$ cat config.mk
export PLATFORM = sky130hd
export DESIGN_NAME = shift_sequencer_flat
export DESIGN_NICKNAME = d
export VERILOG_FILES = /design/src/rtl/shift_sequencer_if.sv /design/src/rtl/shift_sequencer.sv /design/src/flat_wrapper.sv
export SDC_FILE = /design/constraint.sdc
export NUM_CORES = 1
export LEC_CHECK = 0
export ABC_AREA = 1
export CORE_UTILIZATION = 28
export CTS_CLUSTER_DIAMETER = 60
export CTS_CLUSTER_SIZE = 24
export DETAILED_ROUTE_END_ITERATION = 7
export PLACE_DENSITY = 0.48
export SLEW_MARGIN = 20
export SYNTH_ARGS = -nofsm -noshare
export SYNTH_HDL_FRONTEND = slang
export SYNTH_SLANG_ARGS = --single-unit
$ cat constraint.sdc
create_clock -name clk -period 2.2 [get_ports clk]
set_clock_uncertainty 0.15 [all_clocks]
set_input_delay 0.44 -clock clk [delete_from_list [all_inputs] [get_ports clk]]
set_output_delay 0.44 -clock clk [all_outputs]
set_load 0.02 [all_outputs]
$ cat src/rtl/shift_sequencer_if.sv
// Request/response handshake bundle for the multi-cycle shift sequencer.
// The master side is the ALU op decode; the slave side is the sequencer itself.
interface shift_sequencer_if #(
  parameter int N       = 32,
  parameter int SHAMT_W = 5
);
  logic               req_valid;
  logic               req_ready;
  logic [1:0]         req_op;
  logic [N-1:0]       req_x;
  logic [SHAMT_W-1:0] req_shamt;
  logic               resp_valid;
  logic               resp_ready;
  logic [N-1:0]       resp_z;
  logic               resp_err;

  modport master (
    output req_valid, req_op, req_x, req_shamt, resp_ready,
    input  req_ready, resp_valid, resp_z, resp_err
  );

  modport slave (
    input  req_valid, req_op, req_x, req_shamt, resp_ready,
    output req_ready, resp_valid, resp_z, resp_err
  );
endinterface

$ cat src/rtl/shift_sequencer.sv
// Multi-cycle SLL/SRL/SRA shifter: one bit position per cycle, valid/ready in and out.
// Define SHIFT_ROR_EN to add rotate-right on op 11; otherwise op 11 returns resp_err.
module shift_sequencer #(
  parameter int N       = 32,
  parameter int SHAMT_W = 5
) (
  input  logic             clk,
  input  logic             rst_n,
  shift_sequencer_if.slave bus,
  output logic             busy
);

  typedef enum logic [1:0] {
    IDLE  = 2'b00,
    SHIFT = 2'b01,
    DONE  = 2'b10
  } state_t;

  localparam logic [1:0] OP_SLL = 2'b00;
  localparam logic [1:0] OP_SRL = 2'b01;
  localparam logic [1:0] OP_SRA = 2'b10;
  localparam logic [1:0] OP_ROR = 2'b11;

  state_t                    state;
  logic signed [N-1:0]       acc;
  logic        [SHAMT_W-1:0] cnt;
  logic        [1:0]         op_q;
  logic                      resp_valid_q;
  logic                      resp_err_q;
  logic                      op_illegal;

  // One-position step of the selected shift; arithmetic right replicates the sign bit.
  function automatic logic signed [N-1:0] shift_step(input logic [1:0] op,
                                                     input logic signed [N-1:0] a);
    logic signed [N-1:0] r;
    case (op)
      OP_SLL:  r = {a[N-2:0], 1'b0};
      OP_SRL:  r = {1'b0, a[N-1:1]};
      OP_SRA:  r = {a[N-1], a[N-1:1]};
`ifdef SHIFT_ROR_EN
      OP_ROR:  r = {a[0], a[N-1:1]};
`else
      default: r = a;
`endif
    endcase
    return r;
  endfunction

`ifdef SHIFT_ROR_EN
  assign op_illegal = 1'b0;
`else
  assign op_illegal = (bus.req_op == OP_ROR);
`endif

  // req_ready is gated by rst_n so it drops the instant reset asserts.
  assign bus.req_ready  = rst_n && (state == IDLE);
  assign bus.resp_valid = resp_valid_q;
  assign bus.resp_err   = resp_err_q;
  assign bus.resp_z     = acc;

  always_ff @(posedge clk or negedge rst_n) begin
    if (!rst_n) begin
      state        <= IDLE;
      acc          <= '0;
      cnt          <= '0;
      op_q         <= OP_SLL;
      resp_valid_q <= 1'b0;
      resp_err_q   <= 1'b0;
      busy         <= 1'b0;
    end else begin
      case (state)
        IDLE: begin
          if (bus.req_valid) begin
            op_q <= bus.req_op;
            cnt  <= bus.req_shamt;
            busy <= 1'b1;
            if (op_illegal) begin
              acc          <= '0;
              resp_err_q   <= 1'b1;
              resp_valid_q <= 1'b1;
              state        <= DONE;
            end else begin
              acc        <= bus.req_x;
              resp_err_q <= 1'b0;
              if (bus.req_shamt != '0) begin
                state <= SHIFT;
              end else begin
                resp_valid_q <= 1'b1;
                state        <= DONE;
              end
            end
          end
        end

        // ---- shift stage: one position per cycle until cnt runs out ----
        SHIFT: begin
          acc <= shift_step(op_q, acc);
          cnt <= cnt - SHAMT_W'(1);
          if (cnt == SHAMT_W'(1)) begin
            resp_valid_q <= 1'b1;
            state        <= DONE;
          end
        end

        // ---- result stage: acc/err held until the consumer takes them ----
        DONE: begin
          if (bus.resp_ready) begin
            resp_valid_q <= 1'b0;
            busy         <= 1'b0;
            state        <= IDLE;
          end
        end

        default: begin
          resp_valid_q <= 1'b0;
          busy         <= 1'b0;
          state        <= IDLE;
        end
      endcase
    end
  end

endmodule
$ cat src/flat_wrapper.sv
// flat-port wrapper written by rule: the top's interface ports become plain ports
module shift_sequencer_flat 
#(
  parameter int N       = 32,
  parameter int SHAMT_W = 5
)
  (clk, rst_n, busy, bus_req_valid, bus_req_op, bus_req_x, bus_req_shamt, bus_resp_ready, bus_req_ready, bus_resp_valid, bus_resp_z, bus_resp_err);
  shift_sequencer_if #(.N(N), .SHAMT_W(SHAMT_W)) bus_i ();
  input  logic clk;
  input  logic rst_n;
  output logic busy;
  input wire logic [$bits(bus_i.req_valid)-1:0] bus_req_valid;
  input wire logic [$bits(bus_i.req_op)-1:0] bus_req_op;
  input wire logic [$bits(bus_i.req_x)-1:0] bus_req_x;
  input wire logic [$bits(bus_i.req_shamt)-1:0] bus_req_shamt;
  input wire logic [$bits(bus_i.resp_ready)-1:0] bus_resp_ready;
  output wire logic [$bits(bus_i.req_ready)-1:0] bus_req_ready;
  output wire logic [$bits(bus_i.resp_valid)-1:0] bus_resp_valid;
  output wire logic [$bits(bus_i.resp_z)-1:0] bus_resp_z;
  output wire logic [$bits(bus_i.resp_err)-1:0] bus_resp_err;
  assign bus_i.req_valid = bus_req_valid;
  assign bus_i.req_op = bus_req_op;
  assign bus_i.req_x = bus_req_x;
  assign bus_i.req_shamt = bus_req_shamt;
  assign bus_i.resp_ready = bus_resp_ready;
  assign bus_req_ready = bus_i.req_ready;
  assign bus_resp_valid = bus_i.resp_valid;
  assign bus_resp_z = bus_i.resp_z;
  assign bus_resp_err = bus_i.resp_err;
  shift_sequencer #(.N(N), .SHAMT_W(SHAMT_W)) u_core (.clk(clk), .rst_n(rst_n), .bus(bus_i), .busy(busy));
endmodule
# --- After elaboration in Yosys (flattened, before gate mapping) ---
# Index checks and enable logic that the tools add are counted.
word_totals:
  ff_bits: 44
classes:
  n_addsub: 1
  eq_ne: 13
  mux: 21
  n_bitwise: 1
  n_reduce_logical: 12
ops:
  columns: ["cell", "count"]
  rows:
  - ["$pmux W32 S3", 1]
  - ["$mux W32", 2]
  - ["$pmux W32 S2", 1]
  - ["$mux W2", 5]
  - ["$pmux W5 S2", 1]
  - ["$reduce_and A3 Y1", 3]
  - ["$reduce_and A4 Y1", 2]
  - ["$mux W1", 7]
  - ["$eq A2 B2 Y1 const B", 3]
  - ["$ne A2 B2 Y1 const B", 3]
  - ["$pmux W1 S3", 2]
  - ["$pmux W2 S3", 1]
  - ["$eq A5 B1 Y1 const B", 1]
  - ["$mux W5", 1]
  - ["$reduce_bool A5 Y1", 1]
  - ["$sub A5 B1 Y5 const B", 1]
  - ["$eq A2 B1 Y1 const B", 2]
  - ["$logic_not A2 Y1", 2]
  - ["$ne A4 B4 Y1 const B", 1]
  - ["$reduce_and A2 Y1", 2]
  - ["$ne A3 B2 Y1 const B", 1]
  - ["$ne A3 B3 Y1 const B", 1]
  - ["$ne A2 B1 Y1 const B", 1]
  - ["$reduce_bool A2 Y1", 1]
  - ["2 further kinds", 2]

# --- Depth between registers and ports, before layout ---
# Gate-level depths: netlist (run 1).
depth:
  ltp_word: 5
  mapped_depth: 10
  mapped_depth_nobuf: 9

# --- Worst setup path before layout (run 1) ---
# Ideal clock, no wire load.
synth_timing:
  kind: "register to register"
  start: "register u_core.op_q[0]"
  end: "register u_core.acc[24] (netlist: u_core.bus.resp_z[24])"
  t_arrival_ns: 1.529
  slack_ns: 0.456
  path_stages_with_launch: 11
  synth_period_minus_slack_ns: 1.744
  cell_sequence: "dfrtp_1 -> inv_1 -> ha_1 -> buf_2 -> inv_1 -> nor2_4 -> buf_2 -> nand3_1 -> nand3_1 -> nand2_1 -> nand2_1"
synth_via:
  elab_chain_cells: 3
  word_cells_on_any_way: 7
synth_rtl:
  columns: ["item", "line_no", "source"]
  rows:
  - ["from (decl)", "shift_sequencer.sv:27", "logic [1:0] op_q;"]
  - ["from (signal assigned)", "shift_sequencer.sv:74", "op_q <= bus.req_op;"]
  - ["$eq A2 B2 Y1, or another cell as far along", "shift_sequencer.sv:36", "case (op)"]
  - ["$pmux W32 S3 or $ne A4 B4 Y1 (tied branches)", null, null]
  - ["$pmux W32 S2 or $reduce_and A3 Y1 (tied branches)", null, null]
  - ["to (signal assigned)", "shift_sequencer.sv:83", "acc <= bus.req_x;"]
  - ["to (signal assigned)", "shift_sequencer.sv:97", "acc <= shift_step(op_q, acc);"]
  - ["to (decl)", "shift_sequencer.sv:25", "logic signed [N-1:0] acc;"]
# Several ways; a longest one is shown, not always the timed one.
# A chain may end at the register's enable or synchronous reset.

# --- Worst setup path in the final report (run 1) ---
layout_timing:
  start: "register u_core.acc[24] (netlist: u_core.bus.resp_z[24])"
  end: "output port bus_resp_z[24]"
layout_rtl:
  columns: ["item", "line_no", "source"]
  rows:
  - ["to (decl)", "flat_wrapper.sv:19", "output wire logic [$bits(bus_i.resp_z)-1:0] bus_resp_z;"]
# No word-level cell between the ends.

==> results by group, run 1 <==
Placement
  – Port Buffers: 78
  – Hpwl dp: 5820 um
  – Placed cell area: 3640 um2
  – Placer congestion estimate: 0.804

Route
  – Vias/cell: 4.59
  – Average routed wire per standard cell: 13.2 um
  – Final WL: 8180 um
  – 1st-pass router iterations: 4
  – Vias: 2829
  – Post-route ant nets: 0
  – # DRC: 0
  – Detailed Route Iter0 Violations: 152

Critical path
  – CP Depth: 1
  – Slowest CP cell: clkdlybuf4s50_1
  – Reg-to-Reg End: u_core.bus.resp_z[20]$_DFFE_PN0P_
  – Crit path DAT: 1.39 ns
  – R2R depth: 8
  – R2R Path Start: u_core.op_q[0]$_DFFE_PN0P_
  – CP Capture Point: bus_resp_z[24]
  – FF-to-FF setup slack: 0.29 ns
  – Family with the most delay on the worst path: buffers and inverters
  – Critical Path RT: 1.61 ns
  – CP Launch Type: flip-flop
  – CP max FO: 4
  – CP Capture Type: primary output
  – CP Class: reg2out
  – Critical path cell sequence: clkdlybuf4s50_1
  – Crit-path max cell delay: 0.64 ns
  – Critical path origin: u_core.bus.resp_z[24]$_DFFE_PN0P_
  – Crit path buffers/inverters: 1

Pwr
  – Clock network fraction of design power: 0.096
  – P_int: 2710 uW
  – Logic gate share of total power: 0.612
  – Leak: 0.00177 uW
  – Power share of the sequential group: 0.291
  – Switch share: 0.505
  – Psw: 2770 uW
  – PwrDens: 1470 nW/um2
  – Total power: 5490 uW
  – VDD IR-drop max: 586 uV

Synthesis
  – Fraction of registers with async set/reset: 1.00
  – Seq/Total Area, Yosys: 0.404
  – Most common cell in the netlist: nand2_1
  – Post-synth top cells: 190 x nand2_1, 56 x nand3_1, 44 x dfrtp_1, 37 x o21ai_0, 23 x nor2_1
  – Instance count of the mapped netlist: 410
  – Syn Area/Cell: 6.64 um2
  – Top FF cell, synth: dfrtp_1
  – Top cells by area, synth: dfrtp_1 40%, nand2_1 26%, nand3_1 10%
  – Synth unique cells: 20
  – Area share of the largest cell type after synthesis: 0.404
  – Mapped Area: 2720 um2
  – Synthesis warning total: 0
  – Syn nets: 458
  – Post-synth top area cell: dfrtp_1
  – Post-synth EDFFs: 0
  – Yosys reg bits: 44

Clock tree
  – Hold_buf cts: 0
  – CTS max path bufs: 2
  – Worst-path clk slew: 0.10 ns
  – Total CTS buffers: 5
  – Worst-Skew Late Latency: 0.30 ns
  – Clock sink count: 44
  – Setup bufs post-CTS: 0
  – H-tree levels: 2
  – TritonCTS clock tree: yes
  – Root Buffer: clkbuf_8

Timing
  – Hold WS: 0.107 ns
  – Hold Violations, Final: 0
  – Worst-Margin Slew: 0.589 ns
  – Final period util: 0.900
  – Final TNS setup: 0 ns
  – Fmax: 0.505 GHz
  – Unrepaired setup endpoints after global routing: no
  – Max-Slew Margin vs Limit: 0.607
  – Max-slew violation total from the final report: 0
  – Final setup viols: 0
  – Tmin final: 1.98 ns

Job
  – Max cap viols: 0

Floorplan
  – Row cnt: 35
  – Core Area: 9330 um2
  – I/O pin cnt: 79
  – Die height: 101 um
  – Initial Utilization: 0.292
  – Chip Width: 101 um
  – Full die area: 10100 um2

Cells and area
  – Layout cells sized above 1: 0.0615
  – Final Net Count: 535
  – # diodes: 0
  – Post-route cell area: 3730 um2
  – Synth-to-Final Area Change: 36.9%

GRT
  – Vias in the first global route: 2682
  – Gr usage total: 0.167
  – Gr ovfl total: 0
  – Largest net degree at the start of global routing: 45
  – First-pass GRT wire length: 13300 um
  – Initial antenna violation count: 0

Status
  – Outcome: complete, no violations

Hold path
  – HP Class: in2async
==> area by class of cell <==
cell class,count,area (um2)
clock buffer,5,68.8
clock inverter,3,18.8
fill,999,5600
inverter,21,78.8
multi-input combinational,324,1430
sequential,44,1100
tap,129,161
timing repair buffer,91,872
==> power by group through the flow <==
stage          Combinational (uW)  Clock (uW)  Sequential [uW]
6_report                     3360         529             1600
5_1_grt                      3770         580             1660
4_1_cts                      3400         543             1600
3_5_place_dp                 3390           0             1610
3_3_place_gp                 3380           0             1620
2_1_floorplan                1860           0             1860
==> placed cells by master (no fill, tap or decap), types with 2 or more instances in the layout <==
cell type,n
nor2_4,3
nand3_1,56
o21ai_0,37
nor2_1,23
nand4_1,2
buf_4,13
dfrtp_1,44
clkbuf_8,5
clkinv_2,2
o211ai_1,2
inv_1,18
inv_2,3
a21oi_1,2
ha_1,5
nand2_1,190
clkdlybuf4s50_1,76
==> state kept, by name, indices dropped and copies added, names as in the netlist <==
| register | count |
|---|---|
| u_core.op_q | 2 |
| u_core.cnt | 5 |
| u_core.bus.resp_valid | 1 |
| u_core.state | 2 |
| u_core.bus.resp_err | 1 |
| u_core.busy | 1 |
| u_core.bus.resp_z | 32 |
==> routing by layer <==
layer	global-route usage	vias up	routed length [um]
met5	0	-	0
met4	0.0312	0	41
met1	0.232	1294	4040
met3	0.0284	4	395
met2	0.274	72	3690
li1	-	1459	-
==> stage by stage <==
step | utilization | std cells | setup slack, ns
finish | 0.400 | 617 | 0.220
global route | 0.400 | 617 | 0.126
CTS | 0.400 | 617 | 0.197
detailed placement | 0.391 | 609 | 0.230
global placement | 0.391 | 609 | 0.267
floorplan | - | 410 | 0.456
==> repair_timing <==
action / 4_1_cts / 5_1_grt
endpoints found under the hold margin: 0 / 0
endpoints found under the setup margin: 1 / 0
resized for setup: 1 / 0
==> worst min path at each step <==
stage | start | end | slack, ns | cells after the start
floorplan | rst_n | u_core.bus.resp_err$_DFFE_PN0P_ | -0.006 | 0
global placement | u_core.bus.resp_valid$_DFFE_PN0P_ | u_core.bus.resp_valid$_DFFE_PN0P_ | 0.31 | 2
detailed placement | u_core.bus.resp_valid$_DFFE_PN0P_ | u_core.bus.resp_valid$_DFFE_PN0P_ | 0.31 | 2
CTS | rst_n | u_core.bus.resp_valid$_DFFE_PN0P_ | 0.14 | 2
global route | rst_n | u_core.cnt[1]$_DFFE_PN0P_ | 0.15 | 2
finish | rst_n | u_core.cnt[1]$_DFFE_PN0P_ | 0.11 | 2
==> cell families (layout without fill, tap and decap cells) <==
family,count (synthesis),count (layout),share of synthesized area
AO/OA/AOI/OAI,42,42,0.0795
buffers and inverters,42,120,0.0712
AND/OR/NAND/NOR,277,277,0.422
flip-flops,44,44,0.404
adder cells (fa/ha/maj),5,5,0.0230
(Power assumes the default switching activity.)
==> run 2, diff against run 1 <==
--- a/config.mk
+++ b/config.mk
@@ -10,6 +10,7 @@
 export CTS_CLUSTER_DIAMETER = 60
 export CTS_CLUSTER_SIZE = 24
 export DETAILED_ROUTE_END_ITERATION = 7
+export HOLD_SLACK_MARGIN = 0.06
 export PLACE_DENSITY = 0.48
 export SLEW_MARGIN = 20
 export SYNTH_ARGS = -nofsm -noshare
==> results of run 2 <==
Same layout as run 1: the final DEF is identical, and so are final timing and power.
==> RTL change 1, RTL diff (settings of run 1) <==
Encoding of `state_t`: now one-hot (3 bits for 3 states).
--- a/src/rtl/shift_sequencer.sv
+++ b/src/rtl/shift_sequencer.sv
@@ -10,10 +10,10 @@
   output logic             busy
 );
 
-  typedef enum logic [1:0] {
-    IDLE  = 2'b00,
-    SHIFT = 2'b01,
-    DONE  = 2'b10
+  typedef enum logic [2:0] {
+    IDLE  = 3'b001,
+    SHIFT = 3'b010,
+    DONE  = 3'b100
   } state_t;
 
   localparam logic [1:0] OP_SLL = 2'b00;
Check against the original RTL: no difference found for any inputs over 10 cycles, from zero or initial values and one cycle with rst_n low; not proved beyond that.
==> RTL change 1 against run 1 <==
Power decreased by 7.6%. Area after synthesis decreased by 1.1%. Design area increased by 1.4%. Wire length decreased by 0.73%. Sequential share of layout area increased by 0.29 points. Setup slack got worse by 0.073 ns. Sequential cell count increased by 1. Critical path depth increased by 4. Via count decreased by 2.1%. Worst hold slack improved by 0.040 ns.
==> RTL change 1: results <==
metrics = {
    "grt": {
        "grt_pass1_vias": 2638,
        "antenna_found_initial": 0,
        "use_met2_pct": 27.3,
        "use_met3_pct": 2.65,
        "track_usage_pct": 16.8,
        "grt_max_degree": 46,
        "grt_pass1_wl_mm": 13.3,
        "grt_util_met1_pct": 23.1,
    },
    "yosys": {
        "synth_cell_types": 21,
        "syn-num-nets": 443,
        "synthAdderAreaFrac_pct": 2.32,
        "muxShareOfSynthArea_pct": 0,
        "synth_compound_area_share_pct": 3.35,
        "synthArstFlopShare_pct": 100,
        "synth_common_cells": "nand2_1, nand3_1, dfrtp_1",
    },
    "detailed_routing": {
        "wl_met2_mm": 3.83,
        "routedWlPerCell_um": 13.3,
        "drt_iter0_markers": 123,
        "via_per_inst": 4.55,
        "first_pass_iters": 5,
        "wl_met1_mm": 3.84,
    },
    "sta": {
        "tightestPinTransition_ns": 0.603,
        "whs_ns": 0.147,
    },
    "final_layout": {
        "nets": 526,
        "fill_cells": 1015,
        "drive_above_1_share_pct": 7.52,
        "n_antenna_cell": 0,
    },
    "critical_path": {
        "arrival_ns": 1.46,
        "path_max_fanout": 2,
        "regToRegStartpoint": "u_core.state[0]$_DFFE_PN1P_",
        "slowest_delay_ns": 0.52,
        "rrSetupSlack_ns": 0.25,
        "crit_family": "flip-flops",
        "reg2regPathDepth": 9,
        "slowest_stage": "dfstp_2",
        "rr_endpoint": "u_core.bus.resp_z[3]$_DFFE_PN0P_",
    },
    "power_and_ir_drop": {
        "irDropWorstVdd_mv": 0.444,
        "p_switching_uw": 2360,
        "leakage_uw": 0.00183,
        "p_clk_uw": 578,
        "combPwrFrac_pct": 57.1,
    },
    "placement": {
        "dp_hpwl_mm": 5.75,
        "io_buffer_count": 78,
        "gp_congestion": 0.759,
    },
    "clocking": {
        "ctsRootBufferMaster": "clkbuf_8",
        "clk_latency_ns": 0.30,
    },
    "outcome": {
        "status": "completed",
    },
}
==> RTL change 1: changes by cell type after synthesis, sizes merged, moves of 2 or more <==
cell	delta
buf	-5
o211ai	-2
nor2	-9
nor3	+2
xor2	+2
o21ai	-20
nand3	+21
==> RTL change 1: layout make-up <==
class                   count  area share, %
multi-input cells         313           37.1
flip-flops and latches     45           29.8
repair buffers             93           24.1
well taps                 129           4.27
clock buffers               7           2.55
inverters                  20           1.99
clock inverters             1          0.132
==> RTL change 1: worst max-delay path by stage <==
stage	startpoint	endpoint	cells after the start
after CTS	u_core.state[0]$_DFFE_PN1P_	bus_req_ready	5
after detailed placement	u_core.state[0]$_DFFE_PN1P_	bus_req_ready	5
after floorplan	u_core.state[0]$_DFFE_PN1P_	bus_req_ready	4
final	u_core.state[0]$_DFFE_PN1P_	bus_req_ready	5
after global routing	u_core.state[0]$_DFFE_PN1P_	bus_req_ready	5
after global placement	u_core.state[0]$_DFFE_PN1P_	bus_req_ready	5
==> RTL change 1: worst register-to-register path, stage by stage, from the launching register on <==
cell	delay [ns]
dfstp_2	0.37
inv_1	0.06
buf_4	0.13
nand2_1	0.08
nor2_4	0.37
nor2_1	0.17
nor2_2	0.25
buf_12	0.19
nand2_1	0.07
nand2_1	0.06
==> RTL change 1: through the flow <==
stage / instances / total power, uW / util [%] / setup slack, ns / cell area, um2
6_report: 608 / 5070 / 40.7 / 0.147 / 3780
3_3_place_gp: 600 / 4510 / 39.6 / 0.192 / 3680
2_1_floorplan: 395 / 3260 / - / 0.502 / 2690
4_1_cts: 608 / 5130 / 40.7 / 0.129 / 3780
3_5_place_dp: 600 / 4530 / 39.6 / 0.186 / 3680
5_1_grt: 608 / 5520 / 40.7 / 0.0195 / 3780
==> RTL change 2, RTL diff (flow settings as in run 1) <==
Without the edit above. `SHAMT_W` is set to 5 in 3 places; all go to 7.
--- a/src/rtl/shift_sequencer_if.sv
+++ b/src/rtl/shift_sequencer_if.sv
@@ -2,7 +2,7 @@
 // The master side is the ALU op decode; the slave side is the sequencer itself.
 interface shift_sequencer_if #(
   parameter int N       = 32,
-  parameter int SHAMT_W = 5
+  parameter int SHAMT_W = 7
 );
   logic               req_valid;
   logic               req_ready;
--- a/src/rtl/shift_sequencer.sv
+++ b/src/rtl/shift_sequencer.sv
@@ -2,7 +2,7 @@
 // Define SHIFT_ROR_EN to add rotate-right on op 11; otherwise op 11 returns resp_err.
 module shift_sequencer #(
   parameter int N       = 32,
-  parameter int SHAMT_W = 5
+  parameter int SHAMT_W = 7
 ) (
   input  logic             clk,
   input  logic             rst_n,
--- a/src/flat_wrapper.sv
+++ b/src/flat_wrapper.sv
@@ -2,7 +2,7 @@
 module shift_sequencer_flat 
 #(
   parameter int N       = 32,
-  parameter int SHAMT_W = 5
+  parameter int SHAMT_W = 7
 )
   (clk, rst_n, busy, bus_req_valid, bus_req_op, bus_req_x, bus_req_shamt, bus_resp_ready, bus_req_ready, bus_resp_valid, bus_resp_z, bus_resp_err);
   shift_sequencer_if #(.N(N), .SHAMT_W(SHAMT_W)) bus_i ();
Ports: changed (resized bus_req_shamt); port bits go from 79 to 81. The function was not compared with the original's and may differ.
==> RTL change 2 against run 1 <==
Area after synthesis up 3.9%. Register-to-register slack worse by 0.06 ns. Design area up 2.1%. Sequential power up 4%. Setup slack better by 0.011 ns. Wire length down 1.1%. Clock power up 3%. Power up 1.1%. Core utilization down 1.0 points. Count of clock-buffer cells in the layout up 2. Worst hold slack worse by 0.011 ns. Maximum frequency up 0.54%. Critical path type is now flip-flop to flip-flop. Largest cell class unchanged. Sequential cell count up 2.
==> RTL change 2: results <==
metrics = {
    "grt": {
        "grt_pass1_vias": 2723,
        "track_usage_pct": 16.4,
        "grt_max_degree": 57,
    },
    "critical_path": {
        "rrSetupSlack_ns": 0.23,
        "path_max_fanout": 31,
        "crit_start": "u_core.op_q[0]$_DFFE_PN0P_",
        "rr_endpoint": "u_core.bus.resp_z[29]$_DFFE_PN0P_",
        "worstSetupEndpoint": "u_core.bus.resp_z[29]$_DFFE_PN0P_",
    },
    "yosys": {
        "synth_common_cells": "nand2_1, nand3_1, dfrtp_1",
        "synth_area_leaders": "dfrtp_1, nand2_1, nand3_1",
        "syn-num-nets": 463,
        "synth-seq-area-share_pct": 40.7,
        "synth_cell_types": 26,
    },
    "final_layout": {
        "drive_above_1_share_pct": 5.92,
        "fill_cells": 1056,
    },
    "detailed_routing": {
        "routedWlPerCell_um": 13.0,
        "via_per_inst": 4.57,
        "drt_iter0_markers": 145,
    },
    "power_and_ir_drop": {
        "irDropWorstVdd_mv": 0.483,
        "leakage_uw": 0.00185,
        "p_clk_uw": 546,
        "internal_power_uw": 2810,
    },
    "sta": {
        "tightestPinTransition_ns": 0.608,
    },
    "outcome": {
        "status": "completed",
    },
    "placement": {
        "gp_congestion": 0.791,
    },
}
==> RTL change 2: changes by cell type after synthesis, sizes merged, moves of 2 or more <==
cell and change:
a21oi +15, o21ai -24, dfrtp +2, nand2 +16, nand3 -3, nor2 -4
inv -2, or2 +2
==> RTL change 2: cell type report <==
class / count / share of cell area, %
tap: 133 / 4.37
inverter: 19 / 1.87
clock buffer: 7 / 2.27
sequential: 46 / 30.2
timing repair buffer: 88 / 22.8
clock inverter: 1 / 0.131
multi-input combinational: 329 / 38.4
==> RTL change 2: stage by stage <==
stage	power (uW)	std cells	hold slack (ns)	setup WS [ns]	utilization (%)
after CTS	5630	623	0.139	0.206	39.0
after floorplan	3910	413	-0.00559	0.554	-
final	5550	623	0.0960	0.230	39.0
after global routing	6090	623	0.182	0.0229	39.0
after detailed placement	5050	615	0.318	0.0838	38.1
after global placement	5030	615	0.317	0.120	38.1
==> RTL change 2: repair_timing <==
action	4_1_cts	5_1_grt
resized for setup	1	0
hold buffers	0	0
setup endpoints to repair	1	0
==> RTL change 2: layer usage <==
| metal | routed length (um) | global-route usage, % |
|---|---|---|
| met5 | 0 | 0 |
| met1 | 4070 | 23.3 |
| met3 | 489 | 3.73 |
| met4 | 68 | 3.63 |
| met2 | 3460 | 25.5 |
==> RTL change 2: cells by family after synthesis <==
| logic type | Yosys count | synth area share [%] |
|---|---|---|
| and+or+nand+nor | 290 | 42.7 |
| buffers and inverters | 38 | 7.61 |
| adders and majority gates | 5 | 2.21 |
| DFF | 46 | 40.7 |
| AOI/OAI and AO/OA | 34 | 6.77 |
==> RTL change 2: worst max-delay path: stages, from the launching register on <==
cell and delay (ns):
dfrtp_1 0.36, inv_1 0.08, ha_1 0.22, nor2_1 0.31, a21oi_4 0.14, inv_2 0.44, nand2_1 0.09, nand2_1 0.09
